$ cat config.mk
export PLATFORM = sky130hd
export DESIGN_NAME = silife_row_reader
export DESIGN_NICKNAME = d
export VERILOG_FILES = /design/src/rtl/silife_row_reader.sv
export SDC_FILE = /design/constraint.sdc
export NUM_CORES = 1
export LEC_CHECK = 0
export CAP_MARGIN = 15
export CELL_PAD_IN_SITES_DETAIL_PLACEMENT = 0
export CELL_PAD_IN_SITES_GLOBAL_PLACEMENT = 2
export CORE_MARGIN = 2
export CORE_UTILIZATION = 40
export CTS_BUF_LIST = sky130_fd_sc_hd__clkbuf_4 sky130_fd_sc_hd__clkbuf_8
export DETAILED_ROUTE_END_ITERATION = 8
export PLACE_DENSITY_LB_ADDON = 0.05
export SKIP_LAST_GASP = 1
export SLEW_MARGIN = 20
export SYNTH_ARGS = -nofsm -noshare
export SYNTH_HDL_FRONTEND = slang
export SYNTH_SLANG_ARGS = --single-unit
export TNS_END_PERCENT = 1
$ cat constraint.sdc
create_clock -name clk -period 4 [get_ports clk]
set_input_delay 0.6 -clock clk [delete_from_list [all_inputs] [get_ports clk]]
set_output_delay 0.6 -clock clk [all_outputs]
set_load 0.005 [all_outputs]
$ cat src/rtl/silife_row_reader.sv
// Scans grid rows and streams each as a 16-bit SPI-style frame {3'b000, row, cells}, MSB first.
// Define SILIFE_READER_REVERSE_EN to send the cells byte bit-reversed (cells[0] first).
module silife_row_reader #(
    parameter int CLK_DIV  = 2,
    parameter int NUM_ROWS = 32
) (
    input  logic       clk,
    input  logic       rst_n,
    input  logic       en,
    input  logic       start,
    output logic [4:0] row_select,
    output logic       rd_en,
    input  logic [7:0] cells,
    output logic       sclk,
    output logic       mosi,
    output logic       cs_n,
    output logic       busy,
    output logic       done
);

    typedef enum logic [2:0] {IDLE, FETCH, CAPTURE, SHIFT, GAP} state_t;

    state_t      state_q, state_d;
    logic [7:0]  div_cnt_q;
    logic [3:0]  bit_cnt_q;
    logic [14:0] frame_q;
    logic [7:0]  data_byte;
    logic [15:0] frame_d;
    logic        div_end, last_row, last_fall;

    assign div_end   = (div_cnt_q == 8'(CLK_DIV - 1));
    assign last_row  = (row_select == 5'(NUM_ROWS - 1));
    assign last_fall = div_end && sclk && (bit_cnt_q == 4'd15);
    assign rd_en     = (state_q == FETCH);

`ifdef SILIFE_READER_REVERSE_EN
    always_comb begin
        data_byte = '0;
        for (int i = 0; i < 8; i++) data_byte[i] = cells[7-i];
    end
`else
    assign data_byte = cells;
`endif

    assign frame_d = {3'b000, row_select, data_byte};

    // NOTE: every variable in always_comb gets a default first, so no path can infer a latch.
    always_comb begin
        state_d = state_q;
        unique case (state_q)
            IDLE:    if (start) state_d = FETCH;
            FETCH:   state_d = CAPTURE;
            CAPTURE: state_d = SHIFT;
            SHIFT:   if (last_fall) state_d = GAP;
            GAP:     if (div_end) state_d = last_row ? IDLE : FETCH;
            default: state_d = IDLE;
        endcase
    end

    // NOTE: sequential state uses non-blocking assignments so all registers update together.
    always_ff @(posedge clk or negedge rst_n) begin
        if (!rst_n)  state_q <= IDLE;
        else if (en) state_q <= state_d;
    end

    always_ff @(posedge clk or negedge rst_n) begin
        if (!rst_n) begin
            row_select <= '0;
            div_cnt_q  <= '0;
            bit_cnt_q  <= '0;
            frame_q    <= '0;
            sclk       <= 1'b0;
            mosi       <= 1'b0;
            cs_n       <= 1'b1;
            busy       <= 1'b0;
            done       <= 1'b0;
        end else if (en) begin
            done <= 1'b0;
            unique case (state_q)
                IDLE: begin
                    div_cnt_q  <= '0;
                    row_select <= '0;
                    if (start) busy <= 1'b1;
                end
                FETCH: ;
                CAPTURE: begin
                    frame_q   <= frame_d[14:0];
                    mosi      <= frame_d[15];
                    cs_n      <= 1'b0;
                    sclk      <= 1'b0;
                    div_cnt_q <= '0;
                    bit_cnt_q <= '0;
                end
                SHIFT: begin
                    if (div_end) begin
                        div_cnt_q <= '0;
                        sclk      <= ~sclk;
                        // Falling sclk edge: present the next lower frame bit.
                        if (sclk) begin
                            bit_cnt_q <= bit_cnt_q + 4'd1;
                            mosi      <= frame_q[14];
                            frame_q   <= {frame_q[13:0], 1'b0};
                            if (bit_cnt_q == 4'd15) begin
                                cs_n <= 1'b1;
                                mosi <= 1'b0;
                            end
                        end
                    end else begin
                        div_cnt_q <= div_cnt_q + 8'd1;
                    end
                end
                GAP: begin
                    if (div_end) begin
                        div_cnt_q <= '0;
                        if (last_row) begin
                            row_select <= '0;
                            busy       <= 1'b0;
                            done       <= 1'b1;
                        end else begin
                            row_select <= row_select + 5'd1;
                        end
                    end else begin
                        div_cnt_q <= div_cnt_q + 8'd1;
                    end
                end
                default: ;
            endcase
        end
    end

endmodule

==> summary.md <==
| Metric | Value |
|---|---|
| Via count | 1636 |
| Port bufs | 22 |
| Count of different cell masters after synthesis | 50 |
| Worst path cell trace | clkdlybuf4s50_1 -> nand3b_1 -> nor3_4 -> buf_4 -> mux2_2 |
| Antenna Nets Post-Route | 0 |
| IO Pins | 23 |
| Core Rows | 26 |
| CTS tree | built |
| Clk slew on worst S/H paths | 0.08 ns |
| Slowest stage delay, CP | 0.85 ns |
| Final WL | 4.563 mm |
| P_leak | 1.156 nW |
| Run status | finished, final reports clean |
| Leading area contributor after synthesis | dfrtp_1 |
| R2r setup slk | 1.69 ns |
| Mapped Cells | 221 |
| Placed Cells | 305 |
| Post-DP HPWL | 3.227 mm |
| Worst setup path end | frame_q[6]$_DFFE_PN0P_ |
| Share of cells above drive strength 1 | 14.40% |
| Count of pins over their slew limit | 0 |
| TNS Setup | 0 ns |
| Ant diodes | 0 |
| Worst Path Required | 4.19 ns |
| Total power draw | 0.001413 W |
| CP max stage cell | clkdlybuf4s50_1 |
| #FFs+latches synth | 40 |
| Total CTS buffers | 5 |
| Root buf cell | clkbuf_8 |
| Congestion Overflow GR | 0 |
| Initial antenna violation count | 0 |
| Clock Path Buffers | 2 |
| # Post-CTS Setup Buffers | 0 |
| Post-Syn Nets | 238 |
| Worst hold-check path type | input port to asynchronous set/reset pin |
| Post-CTS Hold Buffers | 0 |
| Chip width | 77.71 µm |
| Worst VDD drop | 0.2468 mV |
| Syn Area/Cell | 9.834 µm² |
| Final setup fails | 0 |
| Post-synth EDFFs | 0 |
| Vias in the first global route | 1693 |
| 1st-iter DRT viols | 72 |
| Worst reg2reg endpoint | row_select[0]$_DFFE_PN0P_ |
| Wirelength per Cell | 14.58 µm |
| Total Nets Final | 259 |
| H-Tree Depth | 2 |
| Pre-antenna DRT Iters | 4 |
| Maximum fanout along the worst path | 19 |
| Final cell count without fillers | 313 |
| Share of the synthesized area in the top cell type | 44.91% |
| Synth area leaders | dfrtp_1 45%, nand2_1 7.4%, mux2_2 5.7%, mux2_4 3.5%, nor2_1 2.9% |
| Clk sinks | 40 |
| Final hold vios | 0 |
| Worst Setup Path Type | input port to register |
| Largest net degree at the start of global routing | 41 |
| Fmax | 391.9 MHz |
| Fin Clk Skew | 0.005492 ns |
| Cell Area, Placed | 2437 µm² |
| Resized cells post-CTS | 0 |
| Final Cell Area | 2549 µm² |
| Die ar. | 6039 µm² |
| Main flop type after synthesis | dfrtp_1 |
| Die height | 77.71 µm |
| Clk_lat worst skew | 0.30 ns |
| Core area | 5172 µm² |
| Vias/cell | 5.227 |
| Relative slew slack | 40.53% |
| CP Data Arrival Time | 2.74 ns |
| Post-layout min period | 2.551 ns |
| Yosys warning count | 0 |
| Starting Density | 42.02% |
| Worst slew pin tran | 0.8921 ns |
| Fillers | 480 |
| Reg2Reg Launch Point | row_select[0]$_DFFE_PN0P_ |
| Final period util | 63.79% |
| Reg2reg path depth | 7 |
| Fraction of registers with async set/reset | 100.0% |
| Synth Cell Area | 2173 µm² |
| Setup crit start | en |
| Startpoint Class | input port |
| Area Overhead vs Synth | 17.27% |
| Post-synthesis sequential area ratio | 46.11% |
| Drt drc | 0 |
| Pwr Density | 554.6 nW/µm² |
| Final Wtd Congestion | 0.7357 |
| RSZ-0062 raised after global routing | no |
| Tot GR Track Use | 16.62% |
| Max-capacitance violation count | 0 |
| Crit. End Element | register |
| First-pass GRT wire length | 7.941 mm |
==> final cells by class <==
| class | count | area [µm²] | share of cell area [%] |
|---|---|---|---|
| tap | 70 | 87.58 | 3.436 |
| sequential | 40 | 1002 | 39.32 |
| timing repair buffer | 23 | 222.7 | 8.738 |
| clock buffer | 5 | 68.82 | 2.700 |
| multi-input combinational | 161 | 1084 | 42.51 |
| inverter | 11 | 41.29 | 1.620 |
| clock inverter | 3 | 42.54 | 1.669 |
==> worst max-delay path: cells and delay by family <==
family                 cells  cell delay [ns]
and+or+nand+nor            2             0.58
buffers and inverters      2             1.16
muxes                      1             0.38
==> kinds of logic (layout without fill, tap and decap cells) <==
logic type | Yosys count | after routing | synth area share, %
compound gates | 27 | 27 | 8.751
buf+inv | 20 | 42 | 4.029
mux | 21 | 21 | 11.46
xor+xnor | 6 | 6 | 2.418
flops | 40 | 40 | 46.11
fa+ha+maj | 5 | 5 | 2.879
simple gates | 102 | 102 | 24.35
==> cells in the mapped netlist (2+ instances only) <==
master,count
nand2_1,43
dfrtp_1,39
nor2_1,17
inv_1,11
mux2_2,11
clkbuf_1,6
nor3_1,6
a21oi_1,5
and3_1,5
ha_1,5
mux2_4,5
mux2i_1,5
nand3_1,5
nand4_1,5
o21ai_0,5
xnor2_1,4
nand3b_1,3
nor2b_1,3
a21o_1,2
a22o_1,2
a31oi_1,2
nor4_1,2
or3_1,2
xor2_1,2
==> placed cells by master, fill, tap and decap left out, types with 6 or more instances in the layout <==
master	instances
inv_1	11
mux2_2	11
clkdlybuf4s50_1	21
nor3_1	6
nand2_1	43
dfrtp_1	39
nor2_1	17
==> worst min path at each step <==
stage / start / end / slack (ns)
3_5_place_dp: frame_q[11]$_DFFE_PN0P_ / frame_q[11]$_DFFE_PN0P_ / 0.50
4_1_cts: rst_n / frame_q[3]$_DFFE_PN0P_ / 0.46
5_1_grt: rst_n / frame_q[3]$_DFFE_PN0P_ / 0.48
2_1_floorplan: rst_n / bit_cnt_q[0]$_DFFE_PN0P_ / 0.30
3_3_place_gp: mosi$_DFFE_PN0P_ / mosi$_DFFE_PN0P_ / 0.49
6_report: rst_n / frame_q[3]$_DFFE_PN0P_ / 0.43
==> flip-flops by register name, summed over array words and instances, names as in the netlist <==
signal	count
bit_cnt_q	4
busy	1
cs_n	1
div_cnt_q	8
done	1
frame_q	15
mosi	1
row_select	5
sclk	1
state_q	3
==> stage by stage <==
step                      util (%)  hold slack [ns]  setup slack (ns)
after floorplan                  -           0.3044             1.884
after global placement       47.12           0.4905             1.207
after detailed placement     47.12           0.4989             1.119
after CTS                    49.27           0.4593             1.440
after global routing         49.27           0.4791             1.313
final                        49.27           0.4290             1.449
==> per-layer routing <==
metal  share of wire, %  global-route usage [%]
met1                 48                   22.62
met2                 47                   26.29
met3                3.7                   3.605
met4                1.4                   5.536
met5                  0                       0
==> report_power, final <==
part,switching (W),internal (W)
registers,0.000102,0.000522
logic,0.000225,0.000236
clock network,0.000144,0.000185
Note: power is estimated with default switching activity, not from simulation.
